<file path="src/rtl/gate_vector_sequencer.sv">
// Stimulus sweep: steps vec through all 2^NIN codes, DWELL cycles each, with a latched ctrl word.
// Latency: the first vector appears on the edge that samples start; done rises on the edge after the last sample.
// Backpressure: none, the sweep free-runs once started; only abort or reset can stop it.
module gate_vector_sequencer #(
    parameter int NIN    = 9,
    parameter int CTRL_W = 8,
    parameter int DWELL  = 1
) (
    input  logic              clk,
    input  logic              rst_n,
    input  logic              start,
    input  logic              abort,
    input  logic [CTRL_W-1:0] ctrl_in,
    output logic [NIN-1:0]    vec,
    output logic [CTRL_W-1:0] ctrl,
    output logic              sample,
    output logic              busy,
    output logic              done
);

    typedef enum logic [1:0] {
        ST_IDLE = 2'd0,
        ST_RUN  = 2'd1,
        ST_DONE = 2'd2
    } state_t;

    localparam logic [7:0]     DWELL_LAST = 8'(DWELL - 1);
    localparam logic [NIN-1:0] VEC_LAST   = {NIN{1'b1}};
    localparam logic [NIN-1:0] VEC_ONE    = {{(NIN-1){1'b0}}, 1'b1};

    state_t            state, state_nxt;
    logic [NIN-1:0]    vec_nxt;
    logic [CTRL_W-1:0] ctrl_nxt;
    logic [7:0]        dwell, dwell_nxt;
    logic              start_ok;

    // abort outranks start in every state
    assign start_ok = start && !abort;

    always_ff @(posedge clk or negedge rst_n) begin
        if (!rst_n) begin
            state <= ST_IDLE;
            vec   <= '0;
            ctrl  <= '0;
            dwell <= '0;
        end else begin
            state <= state_nxt;
            vec   <= vec_nxt;
            ctrl  <= ctrl_nxt;
            dwell <= dwell_nxt;
        end
    end

    always_comb begin
        state_nxt = state;
        vec_nxt   = vec;
        ctrl_nxt  = ctrl;
        dwell_nxt = dwell;
        sample    = 1'b0;

        case (state)
            ST_IDLE: begin
                if (start_ok) begin
                    state_nxt = ST_RUN;
                    ctrl_nxt  = ctrl_in;
                    vec_nxt   = '0;
                    dwell_nxt = '0;
                end
            end

            ST_RUN: begin
                sample = (dwell == DWELL_LAST);
                if (abort) begin
                    state_nxt = ST_IDLE;
                    vec_nxt   = '0;
                    dwell_nxt = '0;
                end else if (sample) begin
                    dwell_nxt = '0;
                    // last code stays on vec through DONE rather than wrapping
                    if (vec == VEC_LAST) begin
                        state_nxt = ST_DONE;
                    end else begin
                        vec_nxt = vec + VEC_ONE;
                    end
                end else begin
                    dwell_nxt = dwell + 8'd1;
                end
            end

            ST_DONE: begin
                if (abort) begin
                    state_nxt = ST_IDLE;
                    vec_nxt   = '0;
                    dwell_nxt = '0;
                end else if (start_ok) begin
                    state_nxt = ST_RUN;
                    ctrl_nxt  = ctrl_in;
                    vec_nxt   = '0;
                    dwell_nxt = '0;
                end
            end

            default: begin
                state_nxt = ST_IDLE;
                vec_nxt   = '0;
                dwell_nxt = '0;
            end
        endcase
    end

    assign busy = (state == ST_RUN);
    assign done = (state == ST_DONE);

endmodule

</file>
<file path="config.mk">
export PLATFORM = sky130hd
export DESIGN_NAME = gate_vector_sequencer
export DESIGN_NICKNAME = d
export VERILOG_FILES = /design/src/rtl/gate_vector_sequencer.sv
export SDC_FILE = /design/constraint.sdc
export NUM_CORES = 1
export LEC_CHECK = 0
export ABC_AREA = 1
export BUFFER_PORTS_ARGS = -buffer_cell sky130_fd_sc_hd__buf_2
export CAP_MARGIN = 5
export CELL_PAD_IN_SITES_DETAIL_PLACEMENT = 1
export CELL_PAD_IN_SITES_GLOBAL_PLACEMENT = 1
export CORE_ASPECT_RATIO = 0.6
export CORE_UTILIZATION = 29
export CTS_CLUSTER_SIZE = 24
export DETAILED_ROUTE_END_ITERATION = 8
export GPL_TIMING_DRIVEN = 0
export PLACE_DENSITY_LB_ADDON = 0.15
export RECOVER_POWER = 100
export SKIP_CTS_REPAIR_TIMING = 1
export SLEW_MARGIN = 20
export SYNTH_ARGS = -nofsm -noshare
export SYNTH_HDL_FRONTEND = slang
export SYNTH_SLANG_ARGS = --single-unit
</file>
<file path="constraint.sdc">
create_clock -name clk -period 2.8 [get_ports clk]
set_input_delay 0 -clock clk [delete_from_list [all_inputs] [get_ports clk]]
set_output_delay 0 -clock clk [all_outputs]
set_load 0.01 [all_outputs]
</file>
Word level (Yosys, flattened, before mapping)
Cells that the tools add are included.
{"block": "totals", "inputBits": 12, "out_inout_bits": 20, "wordCells": 42, "register_bits": 27}
{"block": "op_classes", "muxes": 21, "n_addsub": 2, "n_reduce_logical": 8, "n_eq_ne": 7}
{"operator": "2-to-1 mux 8 bit", "n": 6}
{"operator": "2-to-1 mux 9 bit", "n": 5}
{"operator": "one-hot mux 9 bit (3 select lines)", "n": 1}
{"operator": "one-hot mux 8 bit (3 select lines)", "n": 1}
{"operator": "one-hot mux 8 bit (2 select lines)", "n": 1}
{"operator": "2-to-1 mux 2 bit", "n": 5}
{"operator": "adder 9 x 1 -> 9 bit, second input constant", "n": 1}
{"operator": "equality test 9 bit, second input constant", "n": 1}
{"operator": "adder 8 x 1 -> 8 bit, second input constant", "n": 1}
{"operator": "zero test 8 bit", "n": 1}
{"operator": "!= test 3 x 2 -> 1 bit, second input constant", "n": 2}
{"operator": "one-hot mux 2 bit (3 select lines)", "n": 1}
{"operator": "AND reduction 2 bit", "n": 3}
{"operator": "!= test 3 bit, second input constant", "n": 1}
{"operator": "equality test 2 x 1 -> 1 bit, second input constant", "n": 1}
{"operator": "equality test 2 bit, second input constant", "n": 1}
{"operator": "zero test 2 bit", "n": 1}
{"operator": "!= test 2 bit, second input constant", "n": 1}
{"operator": "nonzero test 2 bit", "n": 1}
{"operator": "logical AND 1 bit", "n": 1}
{"operator": "zero test 1 bit", "n": 1}
{"operator": "2-to-1 mux 1 bit", "n": 1}

Depth between registers and ports, before layout
Gate-level depths: netlist of the first run.
{"block": "logic_depth", "ltp_word": 5, "mapped_depth": 12, "ltp_nobuf": 12}

Least setup slack after synthesis of the first run
Ideal clock, no wire load.
{"block": "synth_path", "path_kind": "flip-flop to flip-flop", "startpoint": "reg vec[0]", "endpoint": "reg vec[2]", "arrival_time_ps": 1600, "stages_incl_launch_ff": 13, "slack_ps": 1083, "t_required_ps": 2683, "path_cell_list": "dfrtp_1 -> ha_1 -> nand2_1 -> inv_1 -> nand2_1 -> nor2_1 -> ha_1 -> inv_1 -> nand3_1 -> nand2_2 -> nand2_4 -> nand2_1 -> nand2_1"}
{"block": "synth_between", "elab_chain_cells": 5, "elab_cells_between_ends": 8, "cone_classes": "add/sub (1); eq/ne (2); mux (4); reduce/logical (1)"}
{"item": "start, declared", "line": "14", "source": "output logic [NIN-1:0] vec,"}
{"item": "start signal, assigned", "line": "48", "source": "vec <= vec_nxt;"}
{"item": "adder 9 x 1 -> 9 bit", "line": "83", "source": "vec_nxt = vec + VEC_ONE;"}
{"item": "2-to-1 mux 9 bit", "line": "80", "source": "if (vec == VEC_LAST) begin"}
{"item": "2-to-1 mux 9 bit", "line": "77", "source": "end else if (sample) begin"}
{"item": "2-to-1 mux 9 bit", "line": "73", "source": "if (abort) begin"}
{"item": "one-hot mux 9 bit (3 select lines)", "line": "61", "source": "case (state)"}
Several ways; a longest one is shown, not always the timed one. The select of a mux whose other input is x is not followed.
A chain may end at the register's enable or synchronous reset.

Worst setup path in the final report of the first run
{"block": "layout_path", "startpoint": "reg vec[0]", "endpoint": "reg vec[0]"}
Same word-level chain as after synthesis.

==> results.sh, run 1 <==
export IMPL_maxSlewViolCount=28
export IMPL_rsz0062_at_grt="false"
export IMPL_syn_nets=193
export IMPL_cp_start_kind="register"
export IMPL_die_h_um=57.5
export IMPL_die_width_um=94.4
export IMPL_final_layout_size_suffix_gt1_frac=0.140
export IMPL_fin_area_um2=1800
export IMPL_clk_pin_slew_ps=100
export IMPL_final_core_util=0.379
export IMPL_ys_ff_latch=27
export IMPL_track_usage=0.167
export IMPL_fillers=595
export IMPL_clkSinkCount=27
export IMPL_cap_violations=1
export IMPL_ys_types=27
export IMPL_synth_edff_count=0
export IMPL_dp_final_hpwl_um=3060
export IMPL_io_pins=32
export IMPL_diodes=0
export IMPL_arrival_ps=2400
export IMPL_cts_made_buffers=3
export IMPL_synth_ff_type="dfrtp_1"
export IMPL_io_buffers=31
export IMPL_gp_congestion=0.772
export IMPL_cpMostUsedCell="nand2_1"
export IMPL_critPathMaxStageDelay_ps=420
export IMPL_relSlewSlack=-0.0429
export IMPL_crit_type="register to register"
export IMPL_grt_antenna_before_repair=0
export IMPL_critPathTopFamily="simple AND/OR/NAND/NOR gates"
export IMPL_rows=19
export IMPL_wl_per_cell_um=14.1
export IMPL_yosysTopAreaCellShare=0.455
export IMPL_dr_pass1_iters=4
export IMPL_fmax_mhz=460
export IMPL_start_util=0.313
export IMPL_cts_tree="done"
export IMPL_hold_viol_final=0
export IMPL_viasPerCell=4.69
export IMPL_crit_fanout=9
export IMPL_path_cells="ha_1 > nand2_1 > inv_1 > nand2_1 > nor2_1 > ha_1 > inv_1 > nand3_1 > nand2_1 > nand2_1 > nand2_1 > nand2_1"
export IMPL_grt_overflow=0
export IMPL_grt_pass1_vias=1408
export IMPL_die_area_um2=5430
export IMPL_fin_nets=238
export IMPL_clk_path_buf_depth=2
export IMPL_power_density_nw_per_um2=473
export IMPL_vdd_drop_max_uv=201
export IMPL_power_uw=853
export IMPL_slowest_stage="dfrtp_1"
export IMPL_timing_hold_ws_ps=113
export IMPL_end_kind="register"
export IMPL_ctsRootBufferMaster="clkbuf_8"
export IMPL_yosys_warnings=0
export IMPL_yosysSeqAreaShare=0.455
export IMPL_outcome="finished with violations"
export IMPL_synth_top_cells_by_area="dfrtp_1 (45%), nand2_1 (14%), mux2_2 (6.1%)"
export IMPL_drt_iter0_markers=30
export IMPL_drtAntennaViolNets=0
export IMPL_drt_wl_total_um=4010
export IMPL_grt_max_degree=28
export IMPL_violations="capacitance limit, slew limit"
export IMPL_place_area_um2=1720
export IMPL_grt_first_pass_wirelength_um=6820
export IMPL_synth_area_um2=1490
export IMPL_syn_to_final_growth_pct=21.2
export IMPL_clock_latency_ps=280
export IMPL_hold_path_class="input pin to register"
export IMPL_drc=0
export IMPL_crit_required_ps=3020
export IMPL_p_leak_nw=0.867
export IMPL_synthCells=177
export IMPL_h_tree_depth=1
export IMPL_timing_final_crit_share=0.776
export IMPL_period_minus_slack_ps=2170
export IMPL_synth_area_per_cell_um2=8.40
export IMPL_worst_pin_slew_ps=1560
export IMPL_vias=1332
export IMPL_synthArstFlopShare=1.00
export IMPL_coreArea_um2=4750
export IMPL_yosysTopAreaCell="dfrtp_1"
export IMPL_finClkSkew_ps=2.52
export IMPL_finalSetupViolCount=0
export IMPL_tns_ps=0
export IMPL_crit_buf_inv=2
[worst reg2reg max path, delay by kind of cell, from the launching register on]
family                   cells  cell delay, ps
flip-flops                   1             420
adder cells (fa/ha/maj)      2             460
AND/OR/NAND/NOR              8            1000
buffers and inverters        2             250
[cell families after synthesis]
group,share of synthesized area
xor+xnor,0.0118
flops,0.455
simple gates,0.294
mux,0.0606
fa+ha+maj,0.0337
compound gates,0.0732
buf+inv,0.0724
[layout by cell type (no fill, tap or decap), drive strengths merged]
cell type	count
o21ai	11
nand2	59
a21oi	2
o211ai	1
clkbuf	24
buf	12
o21bai	1
nor3	2
nand4	3
nor2	13
o22ai	2
or2	1
mux2	8
a211oi	1
clkinvlp	2
inv	21
ha	4
dfrtp	27
dlygate4sd3	9
xor2	1
xnor2	1
nand3	16
[worst paths after layout]
kind | start | end | slack (ps) | depth (start not counted)
setup / recovery | vec[0] | vec[0] | 630 | 12
hold / removal | start | state[1] | 110 | 4
setup reg to reg | vec[0] | vec[0] | 630 | 12
hold reg to reg | ctrl[2] | ctrl[2] | 520 | 1
max in group asynchronous | rst_n | state[0] | 1250 | 2
min in group asynchronous | rst_n | ctrl[0] | 640 | 2
[metrics by stage]
stage | setup WS (ps) | instances
2_1_floorplan | 1080 | 177
3_5_place_dp | 764 | 271
5_1_grt | 352 | 284
4_1_cts | 739 | 275
3_3_place_gp | 793 | 271
6_report | 627 | 284
[final cells by class]
| class | instances | area, um2 | area share |
|---|---|---|---|
| multi-input combinational | 126 | 673 | 0.374 |
| buffer | 2 | 22.5 | 0.0125 |
| inverter | 22 | 83.8 | 0.0465 |
| clock inverter | 1 | 7.51 | 0.00417 |
| sequential | 27 | 676 | 0.375 |
| timing repair buffer | 40 | 219 | 0.122 |
| clock buffer | 3 | 41.3 | 0.0229 |
| tap | 63 | 78.8 | 0.0437 |
[where the power goes]
group / leakage (nW) / internal (mW) / total [mW] / switching (mW)
sequential: 0.357 / 0.423 / 0.446 / 0.0230
combinational: 0.488 / 0.0720 / 0.169 / 0.0968
clock: 0.0217 / 0.101 / 0.238 / 0.136
total: 0.867 / 0.597 / 0.853 / 0.256
[Yosys cell counts (all sizes together), types with 2 or more instances]
cell type,number
dfrtp,27
o22ai,2
nand3,16
buf,2
nand4,3
nor2,13
o21ai,11
nand2,59
mux2,8
a21oi,2
nor3,2
inv,22
ha,4
[routing by layer]
metal	track usage	vias to the layer above	wire [um]
li1	-	658	-
met1	0.232	645	2060
met3	0.0427	2	152
met2	0.262	27	1770
met4	0.0330	0	26
met5	0	-	0
[state kept, by name, indices dropped and copies added, names as in the netlist]
name,count
vec,9
state,2
ctrl,8
dwell,8
(Power assumes the default switching activity.)
==> run 2: changes to the inputs <==
clock period = 2.3 ns   (was 2.8 ns; I/O delays follow)
==> run 2 against run 1 <==
Effect of this change: the run still ends with capacitance limit, slew limit left; sequential share of layout area fell by 0.74 points; sequential power rose by 22%; cell count did not move; total power rose by 23%; utilization rose by 0.76 points; critical endpoint is now vec[5]; largest power group unchanged.
==> results.sh, run 2 (same netlist as run 1, synthesis figures left out) <==
export IMPL_outcome="finished with violations"
export IMPL_violations="capacitance limit, slew limit"
export IMPL_dp_final_hpwl_um=3060
export IMPL_end_kind="register"
export IMPL_reg2reg_slack_ps=260
export IMPL_largest_reg_flops=9
export IMPL_die_area_um2=5430
export IMPL_top_register="vec"
export IMPL_die_width_um=94.4
export IMPL_coreArea_um2=4750
export IMPL_hold_path_class="input pin to register"
export IMPL_power_mw=1.05
export IMPL_reg_top3="vec: 9 flops, ctrl: 8 flops, dwell: 8 flops"
export IMPL_final_layout_size_suffix_gt1_frac=0.204
export IMPL_reg2reg_to="vec[5]"
export IMPL_diodes=0
export IMPL_dr_pass1_iters=4
export IMPL_ctsRootBufferMaster="clkbuf_8"
export IMPL_tns_ps=0
export IMPL_h_tree_depth=1
export IMPL_arrival_ps=2210
export IMPL_fin_area_um2=1840
export IMPL_drc=0
export IMPL_grt_max_degree=28
export IMPL_syn_to_final_growth_pct=23.7
export IMPL_period_minus_slack_ps=2040
export IMPL_grt_first_pass_wirelength_um=6820
export IMPL_finalSetupViolCount=0
export IMPL_vdd_drop_max_uv=245
export IMPL_use_met1=0.232
export IMPL_power_density_nw_per_um2=569
export IMPL_worst_pin_slew_ps=1560
export IMPL_track_usage=0.167
export IMPL_clkPwrFrac=0.277
export IMPL_dp_cells=271
export IMPL_cts_made_buffers=3
export IMPL_vias=1328
export IMPL_setup_worst_path_end="vec[5]"
export IMPL_rsz0062_at_grt="false"
export IMPL_start_util=0.313
export IMPL_combPwrFrac=0.203
export IMPL_reg2reg_from="vec[0]"
export IMPL_drt_wl_total_um=3990
export IMPL_seq_power_share=0.520
export IMPL_rows=19
export IMPL_fin_nets=238
export IMPL_p_int_uw=731
export IMPL_die_h_um=57.5
export IMPL_gp_congestion=0.772
export IMPL_final_common_cell="nand2_1"
export IMPL_grt_overflow=0
export IMPL_timing_final_crit_share=0.887
export IMPL_finClkSkew_ps=2.56
export IMPL_viasPerCell=4.68
export IMPL_relSlewSlack=-0.0376
export IMPL_crit_fanout=9
export IMPL_clk_path_buf_depth=2
export IMPL_clkSinkCount=27
export IMPL_cap_violations=1
export IMPL_grt_busiest_layer="met2"
export IMPL_clk_pin_slew_ps=100
export IMPL_rr_worst_depth=11
export IMPL_io_pins=32
export IMPL_grt_pass1_vias=1408
export IMPL_drtAntennaViolNets=0
export IMPL_grt_use_met2=0.262
export IMPL_startpoint="vec[0]"
export IMPL_crit_required_ps=2470
export IMPL_clock_latency_ps=280
export IMPL_drt_iter0_markers=30
export IMPL_maxSlewViolCount=28
export IMPL_p_switching_uw=315
export IMPL_swShare=0.301
export IMPL_hold_viol_final=0
export IMPL_crit_type="register to register"
export IMPL_io_buffers=31
export IMPL_wl_per_cell_um=14.0
export IMPL_cp_start_kind="register"
export IMPL_fin_cells=284
export IMPL_grt_antenna_before_repair=0
export IMPL_cts_tree="done"
export IMPL_grt_util_met3=0.0427
export IMPL_place_area_um2=1720
export IMPL_p_leak_nw=0.922
export IMPL_mostFrequentLayoutCells="nand2_1 (54), dfrtp_1 (27), inv_1 (19)"
export IMPL_min_path_cells=4
export IMPL_fmax_mhz=490
## run 2: cell count changes in the layout (fill, tap and decap cells not counted), moves of 2 or more
cell / before / now
clkbuf_1: 21 / 13
nand2_4: 0 / 2
buf_2: 10 / 18
nand2_2: 1 / 3
nand2_1: 58 / 54
## run 2: power groups by stage
| stage | registers [mW] | logic [mW] | clock network, mW |
|---|---|---|---|
| 2_1_floorplan | 0.566 | 0.107 | 0 |
| 3_3_place_gp | 0.547 | 0.211 | 0 |
| 3_5_place_dp | 0.551 | 0.215 | 0 |
| 4_1_cts | 0.543 | 0.216 | 0.307 |
| 5_1_grt | 0.551 | 0.237 | 0.320 |
| 6_report | 0.544 | 0.212 | 0.290 |
## run 2: final cells by class
type                       instances  area [um2]
buffer                             2        22.5
sequential                        27         676
fill                             595        2920
tap                               63        78.8
timing repair buffer              40         229
inverter                          22        85.1
multi-input combinational        126         698
clock inverter                     1        7.51
clock buffer                       3        41.3
## run 2: per-layer routing
layer	share of wire	routed length, um	vias up
met5	0	0	-
met4	0.0065	26	0
met3	0.037	147	2
met2	0.45	1780	25
met1	0.51	2040	643
li1	-	-	658
## run 2: metrics by stage
stage	utilization	hold slack (ps)	setup slack [ps]
final	0.387	118	261
after global routing	0.387	137	17.2
after CTS	0.372	-248	239
after detailed placement	0.362	74.3	264
after global placement	0.362	52.7	293
after floorplan	-	-296	583
## run 2: critical path: stages, from the launching register on
cell and delay (ps):
dfrtp_1 410, ha_1 190, nand2_1 80, inv_1 140
nand2_1 90, nor2_1 180, ha_1 270, inv_1 100
nand3_1 100, nand2_2 150, nand3_1 120, o21ai_0 80
## run 2: how the worst min path moves through the flow
stage	startpoint	to	slack, ps
6_report	start	state[1]	120
5_1_grt	start	state[1]	140
4_1_cts	rst_n	ctrl[0]	-250
3_5_place_dp	rst_n	ctrl[0]	70
3_3_place_gp	rst_n	ctrl[0]	50
2_1_floorplan	rst_n	ctrl[0]	-300
==> run 3: changes to the inputs <==
ABC_AREA = unset   (was 1)
CORE_ASPECT_RATIO = 1.4   (was 0.6)
clock period = 1.9 ns   (was 2.3 ns; I/O delays follow)
==> run 3 against run 2 <==
Effect of this change: critical path type unchanged; critical path depth decreased by 3; design area increased by 6.9%; setup slack got worse by 650 ps; highest routed layer unchanged; cell count decreased by 12%; the flow finishes with violations (setup timing); largest cell class unchanged; sequential power increased by 26%.
==> results.sh, run 3 <==
export IMPL_ys_ff_latch=27
export IMPL_yosysTopAreaCell="dfrtp_1"
export IMPL_slowest_stage="or4_1"
export IMPL_relSlewSlack=0.527
export IMPL_maxSlewViolCount=0
export IMPL_final_layout_size_suffix_gt1_frac=0.380
export IMPL_io_pins=32
export IMPL_start_util=0.307
export IMPL_syn_nets=145
export IMPL_track_usage=0.158
export IMPL_outcome="finished with violations"
export IMPL_h_tree_depth=1
export IMPL_dp_final_hpwl_um=2630
export IMPL_yosysMostFrequentCell="dfrtp_1"
export IMPL_synthCells=129
export IMPL_timing_final_crit_share=1.20
export IMPL_largest_reg_flops=9
export IMPL_rows=29
export IMPL_hold_path_class="input pin to register"
export IMPL_synthArstFlopShare=1.00
export IMPL_crit_required_ps=2110
export IMPL_reg2reg_slack_ps=-390
export IMPL_fin_nets=204
export IMPL_synth_top_cells_by_area="dfrtp_1 (48%), mux2_2 (7.2%), ha_1 (3.5%)"
export IMPL_arrival_ps=2500
export IMPL_drt_iter0_markers=18
export IMPL_rr_worst_depth=8
export IMPL_viasPerCell=5.06
export IMPL_end_kind="register"
export IMPL_synth_area_um2=1420
export IMPL_crit_type="register to register"
export IMPL_dr_pass1_iters=4
export IMPL_vias=1261
export IMPL_reg2reg_to="vec[3]"
export IMPL_cp_start_kind="register"
export IMPL_setup_ws_ps=-386
export IMPL_wl_per_cell_um=15.6
export IMPL_violations="setup timing"
export IMPL_critPathMaxStageDelay_ps=540
export IMPL_wl_met2_um=2190
export IMPL_synth_edff_count=0
export IMPL_die_width_um=61.1
export IMPL_yosysTopAreaCellShare=0.477
export IMPL_clkSinkCount=27
export IMPL_hold_start="start"
export IMPL_crit_fanout=5
export IMPL_drc=0
export IMPL_final_core_util=0.426
export IMPL_final_common_cell="dfrtp_1"
export IMPL_ys_types=41
export IMPL_grt_antenna_before_repair=0
export IMPL_rsz0062_at_grt="true"
export IMPL_yosysSeqAreaShare=0.477
export IMPL_drt_wl_total_um=3880
export IMPL_diodes=0
export IMPL_vdd_drop_max_uv=401
export IMPL_grt_overflow=0
export IMPL_p_leak_nw=0.915
export IMPL_dp_slack_ps=-454
export IMPL_clk_pin_slew_ps=100
export IMPL_gp_congestion=0.720
export IMPL_clk_path_buf_depth=2
export IMPL_ctsRootBufferMaster="clkbuf_8"
export IMPL_syn_to_final_growth_pct=38.7
export IMPL_period_minus_slack_ps=2290
export IMPL_reg2reg_from="vec[3]"
export IMPL_fmax_mhz=437
export IMPL_die_h_um=84.7
export IMPL_min_path_cells=4
export IMPL_yosys_warnings=0
export IMPL_wl_met3_um=86
export IMPL_coreArea_um2=4610
export IMPL_io_buffers=30
export IMPL_dr_max_layer_used="met4"
export IMPL_worst_pin_slew_ps=708
export IMPL_synthTopCellsByCount="dfrtp_1 (27), nand2_1 (13), mux2_2 (9)"
export IMPL_grt_first_pass_wirelength_um=6160
export IMPL_die_area_um2=5170
export IMPL_mostFrequentLayoutCells="dfrtp_1 (22), buf_2 (19), buf_4 (14)"
export IMPL_drtAntennaViolNets=0
export IMPL_hold_viol_final=0
export IMPL_cts_made_buffers=3
export IMPL_clock_latency_ps=280
export IMPL_finalSetupViolCount=9
export IMPL_finClkSkew_ps=8.27
export IMPL_grt_max_degree=28
export IMPL_min_to="state[1]"
export IMPL_met1_length_um=1560
export IMPL_cts_tree="done"
export IMPL_cap_violations=0
export IMPL_path_cells="and4_4 > and2_4 > and3_4 > ha_4 > nor4b_4 > nand2_1 > or4_1 > nand3_1"
export IMPL_synth_area_per_cell_um2=11.0
export IMPL_grt_pass1_vias=1242
export IMPL_top_register="vec"
export IMPL_reg_top3="vec: 9 flops, ctrl: 8 flops, dwell: 8 flops"
export IMPL_power_density_nw_per_um2=690
export IMPL_synth_ff_type="dfrtp_1"
[run 3: cell count changes after synthesis, sizes merged, moves of 3 or more]
cell,before,now
nor2,13,5
inv,22,3
a31oi,0,5
a21o,0,3
nor2b,0,3
o21ai,11,8
a22o,0,3
and3,0,4
nand2,59,13
and4,0,3
nand3,16,4
[run 3: logic make-up (layout without fill, tap and decap cells)]
kind of cell / after synthesis / in the layout / synth area share
adders and majority gates: 4 / 4 / 0.0353
DFF: 27 / 27 / 0.477
muxes: 10 / 10 / 0.0786
buffers and inverters: 6 / 64 / 0.0274
AOI/OAI and AO/OA: 32 / 32 / 0.156
and+or+nand+nor: 48 / 48 / 0.213
xor gates and xnor gates: 2 / 2 / 0.0124
[run 3: per-layer routing]
layer	track usage	vias to the layer above
li1	-	599
met1	0.201	635
met2	0.274	23
met3	0.0185	4
met4	0.0434	0
met5	0	-
[run 3: metrics by stage]
step / TNS [ps] / hold slack, ps / instance area (um2) / instances / total power, mW
final: -1550 / 135 / 1960 / 249 / 1.36
after global routing: -2150 / 175 / 1960 / 249 / 1.44
after floorplan: -847 / -296 / 1460 / 129 / 0.838
after global placement: -2440 / 53.0 / 1690 / 221 / 0.955
after detailed placement: -2470 / 63.1 / 1690 / 221 / 0.964
after CTS: -2750 / -257 / 1730 / 225 / 1.32
[run 3: critical path: cells and delay by family (launching register included)]
kind	cells	cell delay (ps)
DFF	1	450
and+or+nand+nor	7	1600
adders and majority gates	1	170
[run 3: where the power goes]
part           total (mW)  internal [mW]  switching, mW  leakage [nW]
registers           0.688          0.638         0.0496         0.349
clock network       0.337          0.147          0.190        0.0255
logic               0.331          0.168          0.163         0.541
total                1.36          0.953          0.403         0.915
[run 3: worst max path at each step]
stage / start / to / slack, ps / depth (start not counted)
2_1_floorplan: vec[2] / vec[3] / -270 / 8
3_3_place_gp: vec[2] / vec[3] / -450 / 8
3_5_place_dp: vec[2] / vec[3] / -450 / 8
4_1_cts: vec[2] / vec[3] / -480 / 8
5_1_grt: vec[3] / vec[3] / -450 / 8
6_report: vec[3] / vec[3] / -390 / 8
[run 3: layout make-up]
cell class | count | area [um2]
Clock buffer | 3 | 41.3
Fill cell | 530 | 2640
Inverter | 3 | 11.3
Tap cell | 62 | 77.6
Buffer | 3 | 27.5
Timing Repair Buffer | 54 | 342
Multi-Input combinational cell | 96 | 778
Sequential cell | 27 | 682
Clock inverter | 1 | 5.00
